[src/rtl/mult_div_unit.sv]
// Iterative MULT/MULTU/DIV/DIVU engine that owns the architectural HI/LO registers.
// Define MULTDIV_FAST_MUL_EN to give multiplies a single-cycle path (IDLE->FIX->DONE).
module mult_div_unit #(
    parameter int WIDTH = 32
) (
    input  logic             clk,
    input  logic             reset,
    input  logic             start,
    input  logic [1:0]       op,
    input  logic [WIDTH-1:0] a,
    input  logic [WIDTH-1:0] b,
    input  logic             hi_we,
    input  logic             lo_we,
    input  logic [WIDTH-1:0] wdata,
    output logic             busy,
    output logic             done,
    output logic             div_by_zero,
    output logic [WIDTH-1:0] hi,
    output logic [WIDTH-1:0] lo
);
    localparam int CW = $clog2(WIDTH);

    typedef enum logic [1:0] {IDLE, ITER, FIX, DONE} state_t;

    state_t             state_q;
    logic [CW-1:0]      cnt_q;
    logic               isDiv_q;
    logic               negRes_q;
    logic               negRem_q;
    logic               bZero_q;
    logic [WIDTH-1:0]   aRaw_q;
    logic [WIDTH-1:0]   aMag_q;
    logic [WIDTH-1:0]   bMag_q;
    logic [2*WIDTH-1:0] prod_q;
    logic [WIDTH-1:0]   rem_q;
    logic [WIDTH-1:0]   quo_q;

    logic               signedOp;
    logic               aNeg;
    logic               bNeg;
    logic [WIDTH-1:0]   aMag_d;
    logic [WIDTH-1:0]   bMag_d;
    logic [WIDTH:0]     mulSum;
    logic [WIDTH:0]     divShift;
    logic               divFits;
    logic [WIDTH-1:0]   divDiff;
    logic [2*WIDTH-1:0] prodRaw;
    logic [2*WIDTH-1:0] prodFix;
    logic [WIDTH-1:0]   remFix;
    logic [WIDTH-1:0]   quoFix;

    // Operand magnitudes at launch, one shift-add / restoring step, and the FIX-stage sign correction.
    always_comb begin
        signedOp = ~op[0];
        aNeg     = signedOp & a[WIDTH-1];
        bNeg     = signedOp & b[WIDTH-1];
        aMag_d   = aNeg ? -a : a;
        bMag_d   = bNeg ? -b : b;

        mulSum   = {1'b0, prod_q[2*WIDTH-1:WIDTH]} + (prod_q[0] ? {1'b0, aMag_q} : '0);

        // The partial remainder is 33 bits wide: the shifted remainder plus the next dividend bit.
        divShift = {rem_q, quo_q[WIDTH-1]};
        divFits  = divShift >= {1'b0, bMag_q};
        divDiff  = divShift[WIDTH-1:0] - bMag_q;

`ifdef MULTDIV_FAST_MUL_EN
        prodRaw  = {{WIDTH{1'b0}}, aMag_q} * {{WIDTH{1'b0}}, bMag_q};
`else
        prodRaw  = prod_q;
`endif
        prodFix  = negRes_q ? -prodRaw : prodRaw;
        remFix   = negRem_q ? -rem_q : rem_q;
        quoFix   = negRes_q ? -quo_q : quo_q;
    end

    always_ff @(posedge clk) begin
        if (reset) begin
            state_q     <= IDLE;
            cnt_q       <= '0;
            isDiv_q     <= 1'b0;
            negRes_q    <= 1'b0;
            negRem_q    <= 1'b0;
            bZero_q     <= 1'b0;
            aRaw_q      <= '0;
            aMag_q      <= '0;
            bMag_q      <= '0;
            prod_q      <= '0;
            rem_q       <= '0;
            quo_q       <= '0;
            busy        <= 1'b0;
            done        <= 1'b0;
            div_by_zero <= 1'b0;
            hi          <= '0;
            lo          <= '0;
        end else begin
            done <= 1'b0;
            case (state_q)
                IDLE: begin
                    if (hi_we) hi <= wdata;
                    if (lo_we) lo <= wdata;
                    if (start) begin
                        isDiv_q  <= op[1];
                        negRes_q <= aNeg ^ bNeg;
                        negRem_q <= aNeg;
                        bZero_q  <= (b == '0);
                        aRaw_q   <= a;
                        aMag_q   <= aMag_d;
                        bMag_q   <= bMag_d;
                        prod_q   <= {{WIDTH{1'b0}}, bMag_d};
                        rem_q    <= '0;
                        quo_q    <= aMag_d;
                        cnt_q    <= '0;
                        busy     <= 1'b1;
`ifdef MULTDIV_FAST_MUL_EN
                        state_q  <= op[1] ? ITER : FIX;
`else
                        state_q  <= ITER;
`endif
                    end
                end
                ITER: begin
                    if (isDiv_q) begin
                        rem_q <= divFits ? divDiff : divShift[WIDTH-1:0];
                        quo_q <= {quo_q[WIDTH-2:0], divFits};
                    end else begin
                        prod_q <= {mulSum, prod_q[WIDTH-1:1]};
                    end
                    cnt_q <= cnt_q + 1'b1;
                    if (cnt_q == CW'(WIDTH - 1)) state_q <= FIX;
                end
                FIX: begin
                    // Divide by zero bypasses the iterative result so HI holds the untouched dividend.
                    if (isDiv_q && bZero_q) begin
                        hi          <= aRaw_q;
                        lo          <= '1;
                        div_by_zero <= 1'b1;
                    end else if (isDiv_q) begin
                        hi <= remFix;
                        lo <= quoFix;
                    end else begin
                        hi <= prodFix[2*WIDTH-1:WIDTH];
                        lo <= prodFix[WIDTH-1:0];
                    end
                    done    <= 1'b1;
                    busy    <= 1'b0;
                    state_q <= DONE;
                end
                DONE: begin
                    if (hi_we) hi <= wdata;
                    if (lo_we) lo <= wdata;
                    div_by_zero <= 1'b0;
                    state_q     <= IDLE;
                end
                default: state_q <= IDLE;
            endcase
        end
    end
endmodule

[config.mk]
export PLATFORM = sky130hd
export DESIGN_NAME = mult_div_unit
export DESIGN_NICKNAME = d
export VERILOG_FILES = /design/src/rtl/mult_div_unit.sv
export SDC_FILE = /design/constraint.sdc
export NUM_CORES = 1
export LEC_CHECK = 0
export CAP_MARGIN = 15
export CORE_MARGIN = 1
export CORE_UTILIZATION = 45
export CTS_CLUSTER_DIAMETER = 200
export DETAILED_ROUTE_END_ITERATION = 10
export HOLD_SLACK_MARGIN = 0.05
export PLACE_DENSITY = 0.71
export SYNTH_ARGS = -nofsm -noshare
export SYNTH_HDL_FRONTEND = slang
export SYNTH_SLANG_ARGS = --single-unit
[constraint.sdc]
create_clock -name clk -period 6.3 [get_ports clk]
set_clock_uncertainty 0.1 [all_clocks]
set_input_delay 0.63 -clock clk [delete_from_list [all_inputs] [get_ports clk]]
set_output_delay 0.63 -clock clk [all_outputs]
set_load 0.03 [all_outputs]
==> results of run 1 <==
[per-stage QoR]
step	instances	cell area (µm²)	power [mW]	hold slack, ps	util (%)
floorplan	2638	19800	6.38	332	-
global placement	3245	21800	8.24	347	50.4
detailed placement	3245	21800	8.30	349	50.4
CTS	3311	23000	10.4	359	53.2
global route	3311	23000	11.1	371	53.2
finish	3311	23000	10.6	360	53.2
[per-layer routing]
| layer | part of all wire (%) | track usage, % |
|---|---|---|
| met2 | 42 | 50.4 |
| met3 | 9.3 | 6.28 |
| met5 | 0.035 | 0 |
| met1 | 44 | 48.0 |
| met4 | 4.6 | 14.8 |
[critical path, cell delays in order, from the launching register on]
cell and delay [ps]:
dfxtp_1 650, buf_4 340, and2_1 160, ha_1 300, a211oi_1 290, nand2_1 80, a211o_1 290, o21ai_1 180
nand3_1 180, a2111oi_0 890, o41ai_1 210, xor2_1 180, a22o_1 240
[final timing paths]
kind	start	to	cells after the start
worst max-delay path	prodRaw[0]	prodRaw[62]	12
worst min-delay path	aRaw_q[5]	aRaw_q[5]	2
worst max register to register	prodRaw[0]	prodRaw[62]	12
worst min register to register	aRaw_q[5]	aRaw_q[5]	2
[flip-flops by register name, indices dropped and copies added (netlist names)]
signal       cells
cnt_q            5
bZero_q          1
bMag_q          32
prodRaw         64
aRaw_q          32
quo_q           32
state_q          2
aMag_q          31
rem_q           32
negRes_q         1
div_by_zero      1
busy             1
isDiv_q          1
negRem_q         1
done             1
lo              32
hi              32
[power by group]
part | leakage, nW | switching (mW) | internal, mW
sequential | 2.47 | 0.674 | 2.47
combinational | 5.46 | 3.53 | 1.78
clock | 0.571 | 0.877 | 1.24
total | 8.50 | 5.08 | 5.49
[logic make-up (layout without fill, tap and decap cells)]
family,Yosys count,in the layout,synth area share [%]
compound gates,805,805,26.1
xor+xnor,229,229,10.1
fa+ha+maj,77,77,4.94
buf+inv,254,342,4.84
flops,301,301,30.4
mux,46,46,2.32
simple gates,926,926,21.3
[area by class of cell]
| class | instances | area, µm² | area share (%) |
|---|---|---|---|
| flip-flops and latches | 301 | 6030 | 26.2 |
| well taps | 585 | 732 | 3.18 |
| inverters | 82 | 308 | 1.34 |
| clock buffers | 55 | 1050 | 4.58 |
| multi-input cells | 2083 | 12900 | 56.0 |
| clock inverters | 11 | 121 | 0.528 |
| repair buffers | 194 | 1880 | 8.19 |
[layout by cell type (no fill, tap or decap), types with 72 or more instances in the layout]
| master | n |
|---|---|
| nand2_1 | 399 |
| clkdlybuf4s50_1 | 168 |
| a211oi_1 | 72 |
| nor2_1 | 256 |
| xnor2_1 | 135 |
| ha_1 | 73 |
| xor2_1 | 94 |
| o21ai_0 | 156 |
| a21oi_1 | 227 |
| dfxtp_1 | 299 |
| inv_1 | 81 |
==> out/qor.csv, run 1 <==
stage,metric,value,unit
routing,antenna_left,0,
yosys,synth.distinct_cells,77,
routing,wl_per_cell,23.5,µm
clock_tree,clk_latency,560,ps
clock_tree,htree_levels,2,
global_route,grt_pass1_wl,115000,µm
yosys,synth-seq-cells,301,
cells_and_area,drive_gt1_share,4.55,%
floorplanning,rows,76,
global_route,grt_pass1_vias,18520,
routing,dr.pass1.iters,6,
worst_setup_path,crit_path_end_kind,register,
cells_and_area,nets,2879,
clock_tree,clock_path_buffers,3,
clock_tree,cts.sinks,301,
clock_tree,cts_tree,yes,
clock_tree,cts_resized,0,
sta,timing.final.crit_share,66.8,%
routing,vias,20488,
yosys,ys_async_sr_fraction,0,%
worst_setup_path,critical_path_required,6640,ps
yosys,synth_commonest_cells,"400 x nand2_1, 301 x dfxtp_1, 257 x nor2_1",
routing,drt_iter0_drc,2291,
clock_tree,cts_hold_buf,0,
cells_and_area,antenna_cells,0,
pwr,power.density,459,nW/µm²
status,status,"finished, final reports clean",
yosys,synth_area_leaders,"dfxtp_1 30%, nand2_1 7.6%, xnor2_1 6.0%, a21oi_1 5.8%, nor2_1 4.9%",
sta,finalWorstSetupSlack,2090,ps
floorplanning,fp.dieH,212,µm
yosys,synthesis.area,19800,µm²
sta,fin_setup_tns,0,ps
clock_tree,path_clk_slew,60,ps
sta,rsz0062_at_grt,no,
sta,tightest_slew,1230,ps
floorplanning,core_region_area,43300,µm²
yosys,postSynthCellCount,2638,
placement,gp_congestion,1.06,
yosys,yosysTopAreaCellShare,30.4,%
floorplanning,initial_core_util,45.8,%
cells_and_area,nFillCells,4159,
cells_and_area,syn_to_final_growth,16.1,%
routing,via_per_inst,6.19,
placement,post-place-ws,2210,ps
worst_setup_path,path_max_fanout,23,
yosys,ys.warnings.count,0,
yosys,yosysMostFrequentCell,nand2_1,
global_route,grt_antenna_before_repair,4,
routing,route.detailed.drc,0,
yosys,ys_seq_area_share,30.4,%
routing,routed_wl,77800,µm
worst_setup_path,start_kind,register,
global_route,grt_use_total,34.1,%
global_route,grt-ovfl-total,0,
clock_tree,clock-root-buffer,clkbuf_16,
placement,portBuffers,169,
floorplanning,io_pins,170,
pwr,p_leak,8.50,nW
yosys,synth-main-ff-cell,dfxtp_1,
sta,period_needed,4210,ps
floorplanning,dieArea,44900,µm²
placement,dp_hpwl,58800,µm
worst_setup_path,r2r_slack,2090,ps
yosys,avgSynthCellArea,7.51,µm²
yosys,synth_area_leader_cell,dfxtp_1,
sta,hold_viol_final,0,
worst_setup_path,cp.arrival,4550,ps
global_route,grt_max_degree,94,
pwr,ir_worst_vdd,340,µV
yosys,synth_edf_count,0,
sta,fmax,0.238,GHz
hold_path,hold_path.class,reg2reg,
yosys,synthesis.nets,2818,
worst_setup_path,critical_path_class,reg2reg,
sta,slew_headroom,17.8,%
sta,final-max-slew-violation-count,0,
clock_tree,cts_buffers,37,
run,drv_cap,0,
sta,finalSetupViolCount,0,
floorplanning,die_w,212,µm
clock_tree,cts_setup_buffers,0,
Note: power is estimated with default switching activity, not from simulation.
==> run 2: changes to the inputs <==
--- a/config.mk
+++ b/config.mk
@@ -11,7 +11,7 @@
 export CTS_CLUSTER_DIAMETER = 200
 export DETAILED_ROUTE_END_ITERATION = 10
 export HOLD_SLACK_MARGIN = 0.05
-export PLACE_DENSITY = 0.71
+export PLACE_DENSITY = 0.73
 export SYNTH_ARGS = -nofsm -noshare
 export SYNTH_HDL_FRONTEND = slang
 export SYNTH_SLANG_ARGS = --single-unit
==> constraint.sdc (replaced) <==
create_clock -name clk -period 3.8 [get_ports clk]
set_clock_uncertainty 0.1 [all_clocks]
set_input_delay 0.38 -clock clk [delete_from_list [all_inputs] [get_ports clk]]
set_output_delay 0.38 -clock clk [all_outputs]
set_load 0.03 [all_outputs]
==> run 2 against run 1 <==
Setup slack worse by 1800 ps. Hold slack lost 58 ps. Sequential share of layout area shrank 0.63 points. Cell area rose by 2.5%. Flip-flop and latch count stayed put. Register-to-register slack got worse by 1800 ps. Via count up 0.54%. Non-clock buffer count grew 44. Cell count up 1.4%. Die area did not move. Critical endpoint is now prodRaw[61].
==> out/qor.csv, run 2 (synthesis gave the netlist of run 1 again) <==
stage,metric,value,unit,change
sta,tightest_slew,1020,ps,-210 ps
floorplanning,dieArea,44900,µm²,unchanged
placement,gp_congestion,0.993,,-6.0%
global_route,grt_max_degree,102,,+8.5%
floorplanning,die_w,212,µm,unchanged
worst_setup_path,cp.arrival,3940,ps,-610 ps
worst_setup_path,start_kind,register,,
routing,dr.pass1.iters,5,,-1
sta,timing.final.crit_share,93.1,%,+26 points
floorplanning,io_pins,170,,unchanged
clock_tree,htree_levels,2,,unchanged
clock_tree,cts_tree,yes,,
worst_setup_path,slowest_stage,dfxtp_2,,
pwr,power.density,772,nW/µm²,+68%
floorplanning,fp.dieH,212,µm,unchanged
cells_and_area,largest_reg_flops,64,,unchanged
worst_setup_path,critical_path_required,4200,ps,-2440 ps
worst_setup_path,r2r_slack,260,ps,-1830 ps
placement,post-place-ws,216,ps,-2000 ps
sta,rsz0062_at_grt,no,,
cells_and_area,drive_gt1_share,6.38,%,+1.8 points
sta,hold_viol_final,0,,unchanged
routing,route.detailed.drc,0,,unchanged
sta,fin_setup_tns,0,ps,unchanged
worst_setup_path,critPathMaxStageDelay,460,ps,-430 ps
global_route,grt_antenna_before_repair,2,,-2
cells_and_area,fin_util,54.5,%,+1.3 points
cells_and_area,antenna_cells,0,,unchanged
cells_and_area,syn_to_final_growth,19.0,%,
pwr,finalPower,18.2,mW,+72%
worst_setup_path,worstPathCellList,and2_1 > ha_1 > inv_1 > fa_1 > nor2b_1 > o21ai_0 > a21oi_1 > o2111a_1 > nor3_1 > o31ai_1 > a41oi_1 > or4_1 > nand3_1,,
hold_path,hold_path.class,in2reg,,
sta,finalWorstSetupSlack,261,ps,-1830 ps
cells_and_area,final_common_cell,nand2_1,,
sta,final-max-slew-violation-count,0,,unchanged
clock_tree,clk_latency,580,ps,+20 ps
sta,fmax,0.283,GHz,+19%
floorplanning,rows,76,,unchanged
routing,routed_wl,78500,µm,+0.82%
floorplanning,initial_core_util,45.8,%,unchanged
global_route,grt_pass1_wl,116000,µm,+1.0%
placement,portBuffers,169,,unchanged
sta,slew_headroom,32.1,%,+14 points
worst_setup_path,crit_path_end_kind,register,,
run,drv_cap,0,,unchanged
clock_tree,clock-root-buffer,clkbuf_16,,
floorplanning,core_region_area,43300,µm²,unchanged
clock_tree,clock_path_buffers,3,,unchanged
sta,period_needed,3540,ps,-668 ps
global_route,grt-ovfl-total,0,,unchanged
global_route,grt_pass1_vias,18676,,+0.84%
clock_tree,cts_setup_buffers,0,,unchanged
clock_tree,path_clk_slew,60,ps,about the same
routing,via_per_inst,6.13,,-0.89%
global_route,grt_use_total,34.5,%,+0.40 points
sta,finalSetupViolCount,0,,unchanged
worst_setup_path,path_max_fanout,12,,-48%
routing,drt_iter0_drc,2250,,-1.8%
pwr,p_leak,8.83,nW,+3.9%
clock_tree,cts.sinks,301,,unchanged
cells_and_area,final_cell_mix,"400 x nand2_1, 298 x dfxtp_1, 256 x nor2_1, 227 x a21oi_1, 168 x clkdlybuf4s50_1",,
clock_tree,cts_buffers,38,,+2.7%
routing,antenna_left,0,,unchanged
status,status,"finished, final reports clean",,
cells_and_area,nets,2924,,+1.6%
pwr,ir_worst_vdd,601,µV,+77%
worst_setup_path,critical_path_class,reg2reg,,
routing,wl_per_cell,23.4,µm,-0.62%
routing,vias,20599,,+0.54%
placement,dp_hpwl,60100,µm,+2.2%
[run 2: changes by cell type in the layout (fill, tap and decap cells not counted), sizes merged]
cell      previous run  this run
bufinv               2         5
clkinvlp             2         1
clkinv               5         7
buf                 25        69
clkbuf              56        58
inv                 84        82
[run 2: worst paths after layout]
kind / start / end / depth (start not counted)
setup / recovery: prodRaw[0] / prodRaw[61] / 13
hold / removal: wdata[0] / lo[0] / 3
hold reg to reg: aRaw_q[17] / aRaw_q[17] / 2
setup reg to reg: prodRaw[0] / prodRaw[61] / 13
[run 2: stage by stage]
stage,hold slack [ps],instances,instance area [µm²]
floorplan,332,2638,19800
global placement,345,3288,22200
detailed placement,348,3288,22200
CTS,293,3358,23600
global route,314,3359,23600
finish,302,3359,23600
[run 2: area by class of cell]
class | instances | area [µm²]
Fill cell | 4149 | 19700
Multi-Input combinational cell | 2083 | 12900
Sequential cell | 301 | 6030
Timing Repair Buffer | 238 | 2280
Clock buffer | 57 | 1140
Tap cell | 585 | 732
Inverter | 82 | 308
Clock inverter | 13 | 215
[run 2: repair_timing]
action                                  4_1_cts  5_1_grt
hold buffers                                  0        0
endpoints found under the setup margin        0        6
resized for setup                             0        3
[run 2: power breakdown]
part           switching [mW]  internal [mW]  leakage [nW]
Clock                    1.53           2.43         0.666
Combinational            5.93           3.13          5.70
Sequential               1.08           4.09          2.47
[run 2: metal layers]
layer	global-route usage, %	wire length, µm	share of wire [%]	up-vias
li1	-	-	-	9661
met1	46.7	33300	42	9754
met2	52.2	33900	43	1001
met3	7.55	7630	9.7	179
met4	15.3	3670	4.7	4
met5	0	27	0.034	-
[run 2: worst max-delay path: cells and delay by family, from the launching register on]
kind	cells	cell delay (ps)
simple gates	5	860
buf+inv	1	60
flops	1	460
fa+ha+maj	2	580
compound gates	5	1390
==> run 3: changes to the inputs <==
--- a/config.mk
+++ b/config.mk
@@ -12,6 +12,7 @@
 export DETAILED_ROUTE_END_ITERATION = 10
 export HOLD_SLACK_MARGIN = 0.05
 export PLACE_DENSITY = 0.73
+export SLEW_MARGIN = 5
 export SYNTH_ARGS = -nofsm -noshare
 export SYNTH_HDL_FRONTEND = slang
 export SYNTH_SLANG_ARGS = --single-unit
==> results of run 3 <==
The final DEF is identical to that of run 2; final timing and power are the same.
